===== src/rtl/vector_pkg.sv =====
// Shared types and constants for the vector load path.
// Latency: n/a (package only).
// Backpressure: n/a (package only).
//
// Contents: default lane count/width, register index width, packed vector
// type and the load FSM state encoding.
package vector_pkg;

    localparam int VEC_WIDTH  = 16;   // lanes per vector and bits per lane
    localparam int ADDR_W_DEF = 16;   // default data memory address width
    localparam int REG_IDX_W  = 5;    // vector register file index width

    typedef logic [VEC_WIDTH-1:0][VEC_WIDTH-1:0] vector_t;

    typedef enum logic [1:0] {
        IDLE  = 2'd0,
        ISSUE = 2'd1,
        DRAIN = 2'd2,
        WRITE = 2'd3
    } vload_state_t;

endpackage


===== src/rtl/vload_addr_gen.sv =====
// Lane address generator: latches base (and stride) on load, adds stride per step.
// Latency: address for the step-k cycle is registered, visible one cycle after load/step.
// Backpressure: none; steps only when told to by the owning FSM.
//
// Ports:
//   clk, rst     clock, asynchronous active-low reset
//   i_load       capture i_base/i_stride (has priority over i_step)
//   i_base       address of lane 0
//   i_stride     per-lane address increment (tied to 1 when striding is disabled)
//   i_step       advance the address by the latched stride
//   o_addr       current registered lane address
module vload_addr_gen #(
    parameter int ADDR_W = 16
) (
    input  logic              clk,
    input  logic              rst,
    input  logic              i_load,
    input  logic [ADDR_W-1:0] i_base,
    input  logic [ADDR_W-1:0] i_stride,
    input  logic              i_step,
    output logic [ADDR_W-1:0] o_addr
);

    logic [ADDR_W-1:0] r_addr;
    logic [ADDR_W-1:0] r_stride;

    // Accumulator rather than base + k*stride: one adder, and the ADDR_W-bit
    // sum wraps modulo 2^ADDR_W for free.
    always_ff @(posedge clk or negedge rst) begin
        if (!rst) begin
            r_addr   <= '0;
            r_stride <= '0;
        end else if (i_load) begin
            r_addr   <= i_base;
            r_stride <= i_stride;
        end else if (i_step) begin
            r_addr   <= r_addr + r_stride;
        end
    end

    assign o_addr = r_addr;

endmodule


===== src/rtl/vector_load_unit.sv =====
// Vector load: reads WIDTH consecutive lane words from data memory, packs them, writes the VRF.
// Latency: start (cycle 0) to WEV/done is WIDTH+2 cycles; next start accepted in cycle WIDTH+3.
// Backpressure: none; start is only sampled in IDLE, starts while busy are dropped.
//
// Build option: define VLOAD_STRIDE_EN to add the 'stride' input (lane k address
// = base + k*stride); without it the stride is fixed at 1. Timing is the same.
//
// Ports:
//   clk, rst          clock, asynchronous active-low reset
//   start             load request (IDLE only); base_addr/rd_idx latched with it
//   stride            (VLOAD_STRIDE_EN only) lane address increment
//   busy              high from the cycle after an accepted start through WRITE
//   done              one-cycle pulse, coincident with WEV
//   mem_re/mem_addr   read request into a 1-cycle-latency synchronous RAM
//   mem_rdata         read data, valid the cycle after mem_re
//   WEV/RD/WD         single-cycle vector register file write
module vector_load_unit
    import vector_pkg::*;
#(
    parameter int WIDTH  = VEC_WIDTH,
    parameter int ADDR_W = ADDR_W_DEF
) (
    input  logic                        clk,
    input  logic                        rst,
    input  logic                        start,
    input  logic [ADDR_W-1:0]           base_addr,
`ifdef VLOAD_STRIDE_EN
    input  logic [ADDR_W-1:0]           stride,
`endif
    input  logic [REG_IDX_W-1:0]        rd_idx,
    output logic                        busy,
    output logic                        done,
    output logic                        mem_re,
    output logic [ADDR_W-1:0]           mem_addr,
    input  logic [WIDTH-1:0]            mem_rdata,
    output logic                        WEV,
    output logic [REG_IDX_W-1:0]        RD,
    output logic [WIDTH-1:0][WIDTH-1:0] WD
);

    localparam int CNT_W = (WIDTH > 1) ? $clog2(WIDTH) : 1;

    vload_state_t               r_state;
    vload_state_t               w_state_nxt;
    logic [CNT_W-1:0]           r_cnt;        // issue index: cycle k of ISSUE has r_cnt = k-1
    logic                       r_busy;
    logic                       r_mem_re;
    logic                       r_write;      // drives both WEV and done
    logic [REG_IDX_W-1:0]       r_rd_lat;
    logic [REG_IDX_W-1:0]       r_rd;
    logic [WIDTH-1:0][WIDTH-1:0] r_wd;

    logic                       w_accept;
    logic                       w_step;
    logic                       w_cap_en;
    logic [CNT_W-1:0]           w_cap_idx;
    logic [ADDR_W-1:0]          w_stride;
    logic [ADDR_W-1:0]          w_mem_addr;

`ifdef VLOAD_STRIDE_EN
    assign w_stride = stride;
`else
    assign w_stride = ADDR_W'(1);
`endif

    assign w_accept = (r_state == IDLE) && start;

    vload_addr_gen #(
        .ADDR_W (ADDR_W)
    ) u_addr_gen (
        .clk      (clk),
        .rst      (rst),
        .i_load   (w_accept),
        .i_base   (base_addr),
        .i_stride (w_stride),
        .i_step   (w_step),
        .o_addr   (w_mem_addr)
    );

    // Next state plus per-cycle control. Read data trails the request by one
    // cycle, so ISSUE cycle k captures lane k-2 (nothing in the first ISSUE
    // cycle) and DRAIN picks up the final lane.
    always_comb begin
        w_state_nxt = r_state;
        w_step      = 1'b0;
        w_cap_en    = 1'b0;
        w_cap_idx   = r_cnt - CNT_W'(1);
        case (r_state)
            IDLE: begin
                if (start) begin
                    w_state_nxt = ISSUE;
                end
            end
            ISSUE: begin
                w_step   = 1'b1;
                w_cap_en = (r_cnt != '0);
                if (r_cnt == CNT_W'(WIDTH - 1)) begin
                    w_state_nxt = DRAIN;
                end
            end
            DRAIN: begin
                w_cap_en    = 1'b1;
                w_cap_idx   = CNT_W'(WIDTH - 1);
                w_state_nxt = WRITE;
            end
            WRITE: begin
                w_state_nxt = IDLE;
            end
            default: begin
                w_state_nxt = IDLE;
            end
        endcase
    end

    always_ff @(posedge clk or negedge rst) begin
        if (!rst) begin
            r_state <= IDLE;
        end else begin
            r_state <= w_state_nxt;
        end
    end

    // Status outputs are registered from the next state so they line up with
    // the state they describe.
    always_ff @(posedge clk or negedge rst) begin
        if (!rst) begin
            r_busy   <= 1'b0;
            r_mem_re <= 1'b0;
            r_write  <= 1'b0;
        end else begin
            r_busy   <= (w_state_nxt != IDLE);
            r_mem_re <= (w_state_nxt == ISSUE);
            r_write  <= (w_state_nxt == WRITE);
        end
    end

    always_ff @(posedge clk or negedge rst) begin
        if (!rst) begin
            r_cnt    <= '0;
            r_rd_lat <= '0;
        end else if (w_accept) begin
            r_cnt    <= '0;
            r_rd_lat <= rd_idx;
        end else if (r_state == ISSUE) begin
            // Wraps to 0 on entry to DRAIN; the value is unused until the next start.
            r_cnt    <= r_cnt + CNT_W'(1);
        end
    end

    // WD lanes are overwritten in place as the next load streams in; RD only
    // moves when the new vector is complete.
    always_ff @(posedge clk or negedge rst) begin
        if (!rst) begin
            r_wd <= '0;
            r_rd <= '0;
        end else begin
            if (w_cap_en) begin
                r_wd[w_cap_idx] <= mem_rdata;
            end
            if (r_state == DRAIN) begin
                r_rd <= r_rd_lat;
            end
        end
    end

    assign busy     = r_busy;
    assign done     = r_write;
    assign WEV      = r_write;
    assign mem_re   = r_mem_re;
    assign mem_addr = w_mem_addr;
    assign RD       = r_rd;
    assign WD       = r_wd;

endmodule


===== config.mk =====
export PLATFORM = sky130hd
export DESIGN_NAME = vector_load_unit
export DESIGN_NICKNAME = d
export VERILOG_FILES = /design/src/rtl/vector_pkg.sv /design/src/rtl/vload_addr_gen.sv /design/src/rtl/vector_load_unit.sv
export SDC_FILE = /design/constraint.sdc
export NUM_CORES = 1
export LEC_CHECK = 0
export CAP_MARGIN = 20
export CORE_ASPECT_RATIO = 1.2
export CORE_UTILIZATION = 38
export DETAILED_ROUTE_END_ITERATION = 7
export PLACE_DENSITY = 0.66
export SYNTH_ARGS = -nofsm -noshare
export SYNTH_HDL_FRONTEND = slang
export SYNTH_SLANG_ARGS = --single-unit

===== constraint.sdc =====
create_clock -name clk -period 4 [get_ports clk]
set_input_delay 0.6 -clock clk [delete_from_list [all_inputs] [get_ports clk]]
set_output_delay 0.6 -clock clk [all_outputs]
set_load 0.02 [all_outputs]

==> results of run 1 <==
==> area by class of cell <==
type	instances	area, sq um	share of cell area, %
timing repair buffer	333	3350	20.7
multi-input combinational	422	4070	25.1
clock buffer	43	851	5.26
tap	390	488	3.02
inverter	7	26.3	0.162
sequential	292	7310	45.1
clock inverter	8	96.3	0.595
==> cell usage in the layout (no fill, tap or decap), types with 2 or more instances in the layout <==
cell               n
clkinv_2           4
dfrtp_1          292
inv_1              7
mux2_2           235
clkdlybuf4s50_1  319
o31ai_4            2
xor2_1             8
nand3_1            5
clkbuf_16         31
nand2_1           42
mux2_1            26
nand4_1            6
a31oi_1            3
nand2_2            6
buf_12             2
clkbuf_1           9
a21boi_2           2
and3_1             2
nor2_1            11
nand2b_1           3
o21a_1             2
mux2i_1            3
buf_4             10
clkbuf_8           3
nor4_4             3
o21ai_2            4
ha_1               9
and4_1             2
nor2b_2            2
nor3b_2            2
bufinv_16          2
o21ai_0           15
xnor2_1            7
nor3_1             2
==> how the worst max path moves through the flow <==
| stage | startpoint | endpoint | slack (ns) |
|---|---|---|---|
| finish | r_state[0] | WD[122] | 0.99 |
| global placement | r_state[0] | WD[49] | 1.02 |
| CTS | r_state[0] | WD[122] | 0.96 |
| floorplan | r_cnt[0] | WD[246] | 1.63 |
| detailed placement | r_state[0] | WD[118] | 0.99 |
| global route | r_state[0] | WD[126] | 0.79 |
==> metrics by stage <==
stage	worst slack, ns	utilization [%]
detailed placement	0.991	50.9
CTS	0.957	54.1
floorplan	1.63	-
global route	0.786	54.2
finish	0.992	54.2
global placement	1.02	50.9
==> sequential cells by signal, indices dropped and copies added, names as in the netlist <==
| register | count |
|---|---|
| WD | 256 |
| u_addr_gen.o_addr | 16 |
| RD | 5 |
| r_rd_lat | 5 |
| r_cnt | 4 |
| r_state | 2 |
| WEV | 1 |
| busy | 1 |
| mem_re | 1 |
| u_addr_gen.r_stride | 1 |
==> power by group through the flow <==
stage	Combinational, mW	Sequential (mW)	Clock, mW
after global placement	7.14	5.19	0
after floorplan	1.96	6.85	0
after CTS	7.24	5.20	2.77
after detailed placement	7.22	5.24	0
after global routing	7.51	5.39	2.88
final	7.15	5.20	2.72
==> metal layers <==
| layer | vias to the layer above | track usage (%) | share of wire, % |
|---|---|---|---|
| met5 | - | 0 | 0 |
| met4 | 0 | 5.80 | 2.5 |
| met3 | 40 | 3.55 | 6.0 |
| met2 | 232 | 35.2 | 51 |
| met1 | 3801 | 25.1 | 41 |
| li1 | 3345 | - | - |
==> critical path, stage by stage, from the launching register on <==
cell     delay (ns)
dfrtp_1        0.38
inv_1          0.10
ha_1           0.47
or3b_1         0.49
o31ai_4        0.27
nor2b_2        0.74
mux2_2         0.42
==> cell families after synthesis <==
group / share of synthesized area [%]
DFF: 62.7
muxes: 25.5
and+or+nand+nor: 4.71
buffers and inverters: 2.53
AOI/OAI and AO/OA: 2.55
xor gates and xnor gates: 1.13
adders and majority gates: 0.966
==> results.txt, run 1 <==
- The congestion estimate from routability-driven global placement came to 0.776.
- Leaving out filler cells and counting taps, the final layout contains 1495.
- Static timing analysis puts the maximum clock frequency at 0.332 GHz.
- First-pass GRT wire length: 47.8 mm
* Number of levels the H-tree was split into: 1
* Count of fill cells added during filler insertion: 2551
- In this run the vertical extent of the chip is 194 um.
* Synthesized area per cell: 15.2 sq um
- The synthesized netlist contains 49 unique library cells.
* Number of antenna diodes: 0
- Largest clock skew in the final design: 0.0146 ns
* Total internal power: 9.61 mW
- The clock passes through at most 3 buffers.
- Global routing consumed, over all layers together, 20.1% of the routing resources.
* Number of hold buffers added after cts: 0
- The final critical path takes up 75.2% of the cycle.
- The count of endpoints failing hold in the final timing report is 0.
* Finished layout cell area: 16200 sq um
- The first detailed-routing pass took 4 iterations.
* Arrival time reported for the critical path endpoint: 3.44 ns
- Most frequent cell after synthesis: dfrtp_1
- The tightest min-delay check is of the input port to asynchronous set/reset pin type.
* Number of pins with negative max-slew slack in the final report: 0
* Worst reg2reg startpoint: r_state[0]
- GR Overflow Total: 0
- Initial antenna violation count: 0
- Relative contribution of the clock network to total power: 18.0%
- TritonCTS built the clock tree.
- Counting the buffers created by CTS gives 30.
- For the worst setup path, the data required time is 4.43 ns.
* Total nets after synthesis: 818
* Placed instance count: 1443
* Prevailing post-synth register cell: dfrtp_1
* Cell type with the largest total area after synthesis: dfrtp_1
- For this run, design rule violations remaining after detail routing come to 0.
- Combinational logic is responsible for 47.5% of the overall power.
- Buffers added on ports: 320
- Along the worst path, the maximum fanout reaches 16.
- The total area inside the core boundary comes to 29900 sq um.
- Summed over all nets, the half-perimeter wirelength after detailed placement is 22.0 mm.
* Least-Margin Pin Slew: 1.06 ns
* Vias post-DR: 7418
- Leakage power total: 6.78 nW
* Sink Count: 292
* Clock transition time at the flip-flop clock pins of the worst setup and hold paths: 0.06 ns
- The mapped netlist covers 11700 sq um.
- Pin count of the biggest net entering global routing: 99
- Total I/O pin count: 321
* Post-synthesis async set-or-reset flop share: 100%
- Yosys printed 0 warnings.
- For the final routed database, the setup TNS stands at 0 ns.
- Post-synth EDFFs: 0
* Peak supply drop: 0.472 mV
- Measured along the x axis, the die boundary spans 162 um.
* Post-cts repair resize count: 0
* Final total power: 15.1 mW
- The run finished with clean final reports.
* Worst relative slew slack: 29.1%
- The clock reaches the later pin of the worst-skew pair after 0.55 ns.
* Remaining number of nets flagged by the antenna check after routing: 0
- Synth top cells by count: dfrtp_1, mux2_2, nand2_1
- Setup violations remaining at the end of the flow were counted as 0.
- Number of global-route vias before repair: 7410
- After detailed routing, the total wire length is 31.3 mm.
- Subtracting the final worst setup slack from the clock period gives 3.01 ns.
- Worst setup slack for register-to-register paths: 0.99 ns
- Flop pwr share: 34.5%
- Biggest area contributors in the synthesized netlist: dfrtp_1, mux2_2, mux2_1, nand2_1, ha_1
- For this run, the register share of the synthesized area comes to 62.7%.
* Worst setup path class: flop to flop
- Worst reg-to-reg path cell count: 6
- Counting every instance in the synthesized netlist gives 769.
- Yosys reg bits: 292
- Syn-to-layout area delta: 38.8%
* Layout Nets: 1135
- Total of max-cap violations: 0
- Category of the worst setup path capture point: flop
* Area after detailed placement: 15200 sq um
- The die covers 31400 sq um.
* Count of routing violations after the opening detailed-route iteration: 411
- Smallest hold slack: 0.0777 ns
* Sw Ratio: 36.2%
- Net switching power of the design: 5.45 mW
- Of the cells placed in the final design, the portion with a size suffix greater than 1 is 28.9%.
- Row count: 69
- CTS placed an instance of clkbuf_16 at the clock tree root.
- Setup repair after global routing left no endpoint under its margin.
- In this run the biggest area consumer among cell types represents 62.7% of the synthesized area.
- In this run the critical register-to-register path is captured at WD[122].
* Setup fix buffers added after clock tree synthesis: 0
- Once the floorplan was initialized, standard cells occupied 39.0% of the core.
- Power Dens Cells: 931 nW/um^2
- STA classifies the critical path startpoint as a flop.
- Using the TritonRoute via totals, the vias-per-cell ratio works out to 4.96.
* Average wire per cell in the routed design: 21.0 um
Note: power is estimated with default switching activity, not from simulation.
==> run 2, diff against run 1 <==
clock period = 2.8 ns   (was 4 ns; I/O delays follow)
==> results.txt, run 2 (same netlist as run 1, synthesis figures left out) <==
- The count of antenna-violating nets left after detailed routing came to 0 (unchanged).
- Pin count of the biggest net entering global routing: 71 (-28%)
* First-pass GRT wire length: 48.9 mm (+2.1%)
- Maximum root-to-sink buffer count: 3 (unchanged)
* Sw Ratio: 36.0% (-0.19 points)
* RR Endpoint: WD[69]
- The area of all placed cells without fillers is 16400 sq um (+1.3%).
* Minimum clock period: 2.59 ns (-0.421 ns)
* Final number of setup-violating endpoints: 0 (unchanged)
- The overall die area came to 31400 sq um (unchanged).
* Floorplan die width: 162 um (unchanged)
- Startpoint types: flop
* Vias post-DR: 7403 (-0.20%)
- Area after detailed placement: 15300 sq um (+0.81%)
- In this run the critical register-to-register path is launched from r_state[0].
- The achievable clock frequency came to 0.386 GHz (+16%).
* Peak supply drop: 0.596 mV (+26%)
* Number of antenna diodes: 0 (unchanged)
- The sequential power share is 34.1% (-0.4 points).
- Largest clock skew in the final design: 0.0145 ns (-0.000111 ns)
- Number of pins with negative max-slew slack in the final report: 0 (unchanged)
* Total internal power: 14.0 mW (+45%)
- The routed wirelength normalized by instance count is 21.0 um (+0.30%).
- GR Overflow Total: 0 (unchanged)
* Final worst-path cycle share: 92.4% (+17 points)
- The logic gate share of total power came to 46.9% (-0.6 points).
- The share of post-route cells with drive strength above 1 is 29.8% (+0.98 points).
- The number of antenna violations at the first check in global routing was 0 (unchanged).
* Layout Nets: 1144 (+0.79%)
* Syn-to-layout area delta: 40.5%
* Half-perimeter wire length after detailed placement: 22.5 mm (+2.1%)
* Launch point of the worst path: r_state[0]
- Worst relative slew slack: 30.5% (+1.4 points)
* Endpoint of the most critical setup path: WD[69]
- The number of buffers added on ports came to 320 (unchanged).
* Smallest hold slack: 0.403 ns (+0.325 ns)
* Most used cells in the layout excluding fill and tap cells: clkdlybuf4s50_1, dfrtp_1, mux2_2
- The post-cts sizing count came to 0 (unchanged).
- Net switching power of the design: 7.87 mW (+44%)
- Required @ worst endpoint: 3.22 ns (-1.21 ns)
- The highest net fanout along the worst path came to 16 (unchanged).
* Number of levels the H-tree was split into: 1 (unchanged)
* Outcome: finished, final reports clean
- Power Dens Cells: 1330 nW/um^2 (+43%)
- Least-Margin Pin Slew: 1.04 ns (-0.0184 ns)
* Clock transition time at the flip-flop clock pins of the worst setup and hold paths: 0.06 ns (about the same)
- Starting Density: 39.0% (unchanged)
* Final routed DRC violation total: 0 (unchanged)
- The number of DRC violations after detailed-routing iteration 0 came to 306 (-26%).
* Number of hold buffers added after cts: 1 (+1)
- TritonCTS clock tree: yes
- Worst setup slack for register-to-register paths: 0.21 ns (-0.78 ns)
- Leaving out fill and tap cells, the most frequent cell in the layout is clkdlybuf4s50_1.
- Setup repair after global routing left no endpoint under its margin.
- The site row count came to 69 (unchanged).
- Total of max-cap violations: 0 (unchanged)
- Max reg flops: 256 (unchanged)
* Arrival time reported for the critical path endpoint: 3.01 ns (-0.43 ns)
- Leakage power total: 6.89 nW (+1.6%)
- DR pass1 iterations: 4 (unchanged)
- The count of pins on the block boundary is 321 (unchanged).
* Die Ht: 194 um (unchanged)
- Type of the tightest min-delay check: input port to flop
- The combined global-route utilization of all metal layers is 20.5% (+0.40 points).
- Clock tree synthesis selected as its root buffer the cell clkbuf_16.
- The routability-driven placement congestion ratio came to 0.753 (-3.0%).
- The via count of the first global-routing pass came to 7609 (+2.7%).
* Relative contribution of the clock network to total power: 19.0% (+1.0 points)
- The path depth of the worst reg2reg path was 7 (+1).
* Final routed wirelength across all metal layers: 31.7 mm (+1.2%)
- The total number of clock tree sinks came to 292 (unchanged).
- The ratio of routed vias to standard cells was 4.91 (-1.1%).
- Hold Vio Cnt, Final: 0 (unchanged)
- The setup TNS is 0 ns (unchanged).
- The insertion delay to the later sink of the worst-skew pair is 0.55 ns (about the same).
- Number of CTS-inserted buffers: 30 (unchanged)
* Setup fix buffers added after clock tree synthesis: 0 (unchanged)
* Floorplan core area: 29900 sq um (unchanged)
* Category of the worst setup path capture point: flop
* Worst setup path class: flop to flop
==> run 2: cell count changes in the layout (fill, tap and decap cells not counted), sizes merged <==
cell,change
clkbuf,-1
inv,+2
clkinv,+2
bufinv,+2
buf,+8
dlygate4sd3,+1
==> run 2: power groups by stage <==
stage | clock network (mW) | registers (mW) | logic [mW]
finish | 4.15 | 7.46 | 10.2
CTS | 4.26 | 7.46 | 10.4
detailed placement | 0 | 7.53 | 10.4
global route | 4.42 | 7.74 | 10.8
floorplan | 0 | 9.79 | 2.80
global placement | 0 | 7.45 | 10.2
==> run 2: through the flow <==
step | util [%] | cells | setup WS (ns) | power, mW
CTS | 54.8 | 1508 | 0.112 | 22.1
global placement | 51.3 | 1451 | 0.210 | 17.7
finish | 54.9 | 1509 | 0.212 | 21.8
floorplan | - | 769 | 0.428 | 12.6
detailed placement | 51.3 | 1451 | 0.142 | 17.9
global route | 54.9 | 1509 | 0.0423 | 22.9
==> run 2: worst max-delay path, stage by stage, from the launching register on <==
cell and delay [ns]:
dfrtp_1 0.39, inv_1 0.10, ha_1 0.23, buf_4 0.22
or3b_1 0.41, o31ai_4 0.30, nand2_2 0.40, mux2_2 0.41
==> run 2: worst min-delay path by stage <==
| stage | slack [ns] | to | depth (start not counted) | from |
|---|---|---|---|---|
| after global placement | 0.43 | WD[23] | 1 | rst |
| after global routing | 0.41 | r_rd_lat[2] | 3 | rd_idx[2] |
| after detailed placement | 0.44 | WD[23] | 1 | rst |
| final | 0.40 | r_rd_lat[0] | 3 | rd_idx[0] |
| after floorplan | 0.12 | RD[0] | 0 | rst |
| after CTS | 0.37 | r_rd_lat[0] | 3 | rd_idx[0] |
==> run 2: area by class of cell <==
class,instances,area (sq um)
fillers,2498,13500
flip-flops and latches,292,7310
multi-input cells,422,4070
repair buffers,342,3470
clock buffers,42,857
well taps,390,488
clock inverters,14,180
inverters,7,26.3
==> run 2: layer usage <==
layer	up-vias	track usage (%)	wire [um]
li1	3359	-	-
met1	3754	26.2	13200
met2	238	35.2	15800
met3	52	3.83	1860
met4	0	5.84	813
met5	-	0	0
==> run 3, diff against run 2 <==
SETUP_SLACK_MARGIN = 0.15   (was unset)
SLEW_MARGIN = 20   (was unset)
clock period = 3.1 ns   (was 2.8 ns; I/O delays follow)
==> results.txt, run 3 (same netlist as run 1, synthesis figures left out) <==
- The flow ran to the end, and the final reports show no timing, DRC or antenna violations.
- The overall die area is 31400 sq um (unchanged).
* Finished layout cell area: 16300 sq um (-0.81%)
* First-pass GRT wire length: 48.3 mm (-1.1%)
* Share of layout cells above drive strength 1: 29.5% (-0.30 points)
- Cells traversed along the worst timing path: inv_1, ha_1, or3_4, o21ba_2, o21ai_2, mux2_2
* Category of the worst setup path capture point: flop
- Critical path's slowest cell: o21ai_2
* Commonest non-fill, non-tap cell in the layout: clkdlybuf4s50_1
* Die Ht: 194 um (unchanged)
* Unrepaired setup endpoints after global routing: no
- The post-route worst setup slack came to 0.462 ns (+0.249 ns).
- Post-cts repair resize count: 0 (unchanged)
* Power Dens Cells: 1200 nW/um^2 (-10%)
* Most used cells in the layout excluding fill and tap cells: clkdlybuf4s50_1, dfrtp_1, mux2_2
- On the critical path the largest part of the delay comes from compound AO/OA/AOI/OAI gates.
- Worst hold start: rd_idx[0]
- GR Overflow Total: 0 (unchanged)
- The worst hold slack across all endpoints came to 0.440 ns (+0.0377 ns).
- The starting density of the core was 39.0% (unchanged).
* Sink Count: 292 (unchanged)
- Worst hold path stage count: 3 (unchanged)
- The worst setup path is launched from a flop.
- Floorplan core area: 29900 sq um (unchanged)
- The path depth of the worst reg2reg path was 6 (-1).
- Number of global-route vias before repair: 7518 (-1.2%)
- Vias post-DR: 7448 (+0.61%)
* TritonCTS clock tree: yes
- The DRC violation count after routing was 0 (unchanged).
- The tightest min-delay check is of the input port to flop type.
- RR Endpoint: WD[141]
* Setup fix buffers added after clock tree synthesis: 0 (unchanged)
- Minimum clock period: 2.64 ns (+0.0505 ns)
* Area after detailed placement: 15200 sq um (-0.57%)
- Worst setup path class: flop to flop
* Hold Vio Cnt, Final: 0 (unchanged)
- The slew at the pin closest to its max-slew limit was 1.05 ns (+0.00615 ns).
- The number of DRC violations after detailed-routing iteration 0 is 299 (-2.3%).
- The number of buffers between clock root and the deepest sink was 3 (unchanged).
- The number of setup violations in the final report came to 0 (unchanged).
* Number of hold buffers added after cts: 1 (unchanged)
- Number of levels the H-tree was split into: 1 (unchanged)
* CP Buf/Inv Count: 1 (-1)
* Leakage power total: 6.83 nW (-0.83%)
- Final routed wirelength across all metal layers: 31.4 mm (-0.88%)
* Row count: 69 (unchanged)
- Largest fanout on the critical path: 16 (unchanged)
* Floorplan die width: 162 um (unchanged)
- Hold endpoint: r_rd_lat[0]
- Layout Nets: 1138 (-0.52%)
- Final core area utilization: 54.4% (-0.44 points)
- Pin count of the biggest net entering global routing: 74 (+4.2%)
- The insertion delay to the later sink of the worst-skew pair was 0.55 ns (about the same).
* Largest clock skew in the final design: 0.00833 ns (-0.00615 ns)
- Clock transition time at the flip-flop clock pins of the worst setup and hold paths: 0.07 ns (about the same)
* Initial antenna violation count: 0 (unchanged)
- Remaining number of nets flagged by the antenna check after routing: 0 (unchanged)
* Total track usage: 20.2% (-0.24 points)
- Gpl congestion: 0.776 (+3.1%)
* Total of max-cap violations: 0 (unchanged)
- Final worst-path cycle share: 85.1% (-7.3 points)
- DR pass1 iterations: 6 (+2)
- The pre-CTS setup slack is 0.459 ns (+0.317 ns).
- Final setup TNS: 0 ns (unchanged)
- Worst setup slack for register-to-register paths: 0.46 ns (+0.25 ns)
- Buffers added on ports: 320 (unchanged)
- Max Clk Rate: 0.379 GHz (-1.9%)
- Number of pins with negative max-slew slack in the final report: 0 (unchanged)
- The total design power came to 19.5 mW (-11%).
- Number of antenna diodes: 0 (unchanged)
- The critical path required time is 3.52 ns (+0.30 ns).
- From synthesis to final layout, the design area changed by 39.4%.
- Average wire per cell in the routed design: 21.0 um (-0.29%)
- Number of standard cells in the final layout excluding fillers: 1500 (-0.60%)
* Half-perimeter wire length after detailed placement: 22.2 mm (-1.3%)
- The worst slew slack as a fraction of its limit came to 30.1% (-0.40 points).
* Ratio of routed vias to standard cells: 4.97 (+1.2%)
- Number of CTS-inserted buffers: 30 (unchanged)
- The count of pins on the block boundary was 321 (unchanged).
- In this run the clock root is driven by a clkbuf_16.
* Worst reg2reg startpoint: r_cnt[0]
- Placed instance count: 1446 (-0.34%)
* Arrival time reported for the critical path endpoint: 3.06 ns (+0.05 ns)
- The flip-flop count of the largest register, all copies and words added is 256 (unchanged).
* Worst stage delay on the critical path: 0.83 ns (+0.42 ns)
- Peak supply drop: 0.563 mV (-5.6%)
==> run 3: tightest hold or removal path, delay by kind of cell <==
family | cells | cell delay [ns]
and+or+nand+nor | 2 | 0.09
buffers and inverters | 1 | 0.39
==> run 3: how the worst max path moves through the flow <==
stage             start      end  slack, ns  cells past startpoint
2_1_floorplan  r_cnt[0]  WD[246]       0.73                      7
3_3_place_gp   r_cnt[0]  WD[138]       0.52                      6
3_5_place_dp   r_cnt[0]  WD[141]       0.46                      6
4_1_cts        r_cnt[0]  WD[141]       0.44                      6
5_1_grt        r_cnt[0]  WD[128]       0.32                      6
6_report       r_cnt[0]  WD[141]       0.46                      6
==> run 3: final cells by class <==
| type | instances | area, sq um |
|---|---|---|
| multi-input cells | 422 | 4070 |
| flip-flops and latches | 292 | 7310 |
| fillers | 2579 | 13600 |
| inverters | 7 | 26.3 |
| clock buffers | 45 | 928 |
| repair buffers | 336 | 3370 |
| clock inverters | 8 | 75.1 |
| well taps | 390 | 488 |
==> run 3: power by group <==
| part | internal, mW | switching (mW) | total (mW) |
|---|---|---|---|
| clock | 2.14 | 1.47 | 3.61 |
| sequential | 5.66 | 1.06 | 6.72 |
| combinational | 4.67 | 4.50 | 9.18 |
| total | 12.5 | 7.04 | 19.5 |
==> run 3: routing by layer <==
layer  part of all wire [%]  wire, um  GRT usage (%)
met2                     51     15900           35.1
met3                    5.6      1750           3.27
met5                      0         0              0
met4                    2.3       718           5.49
met1                     42     13100           26.1
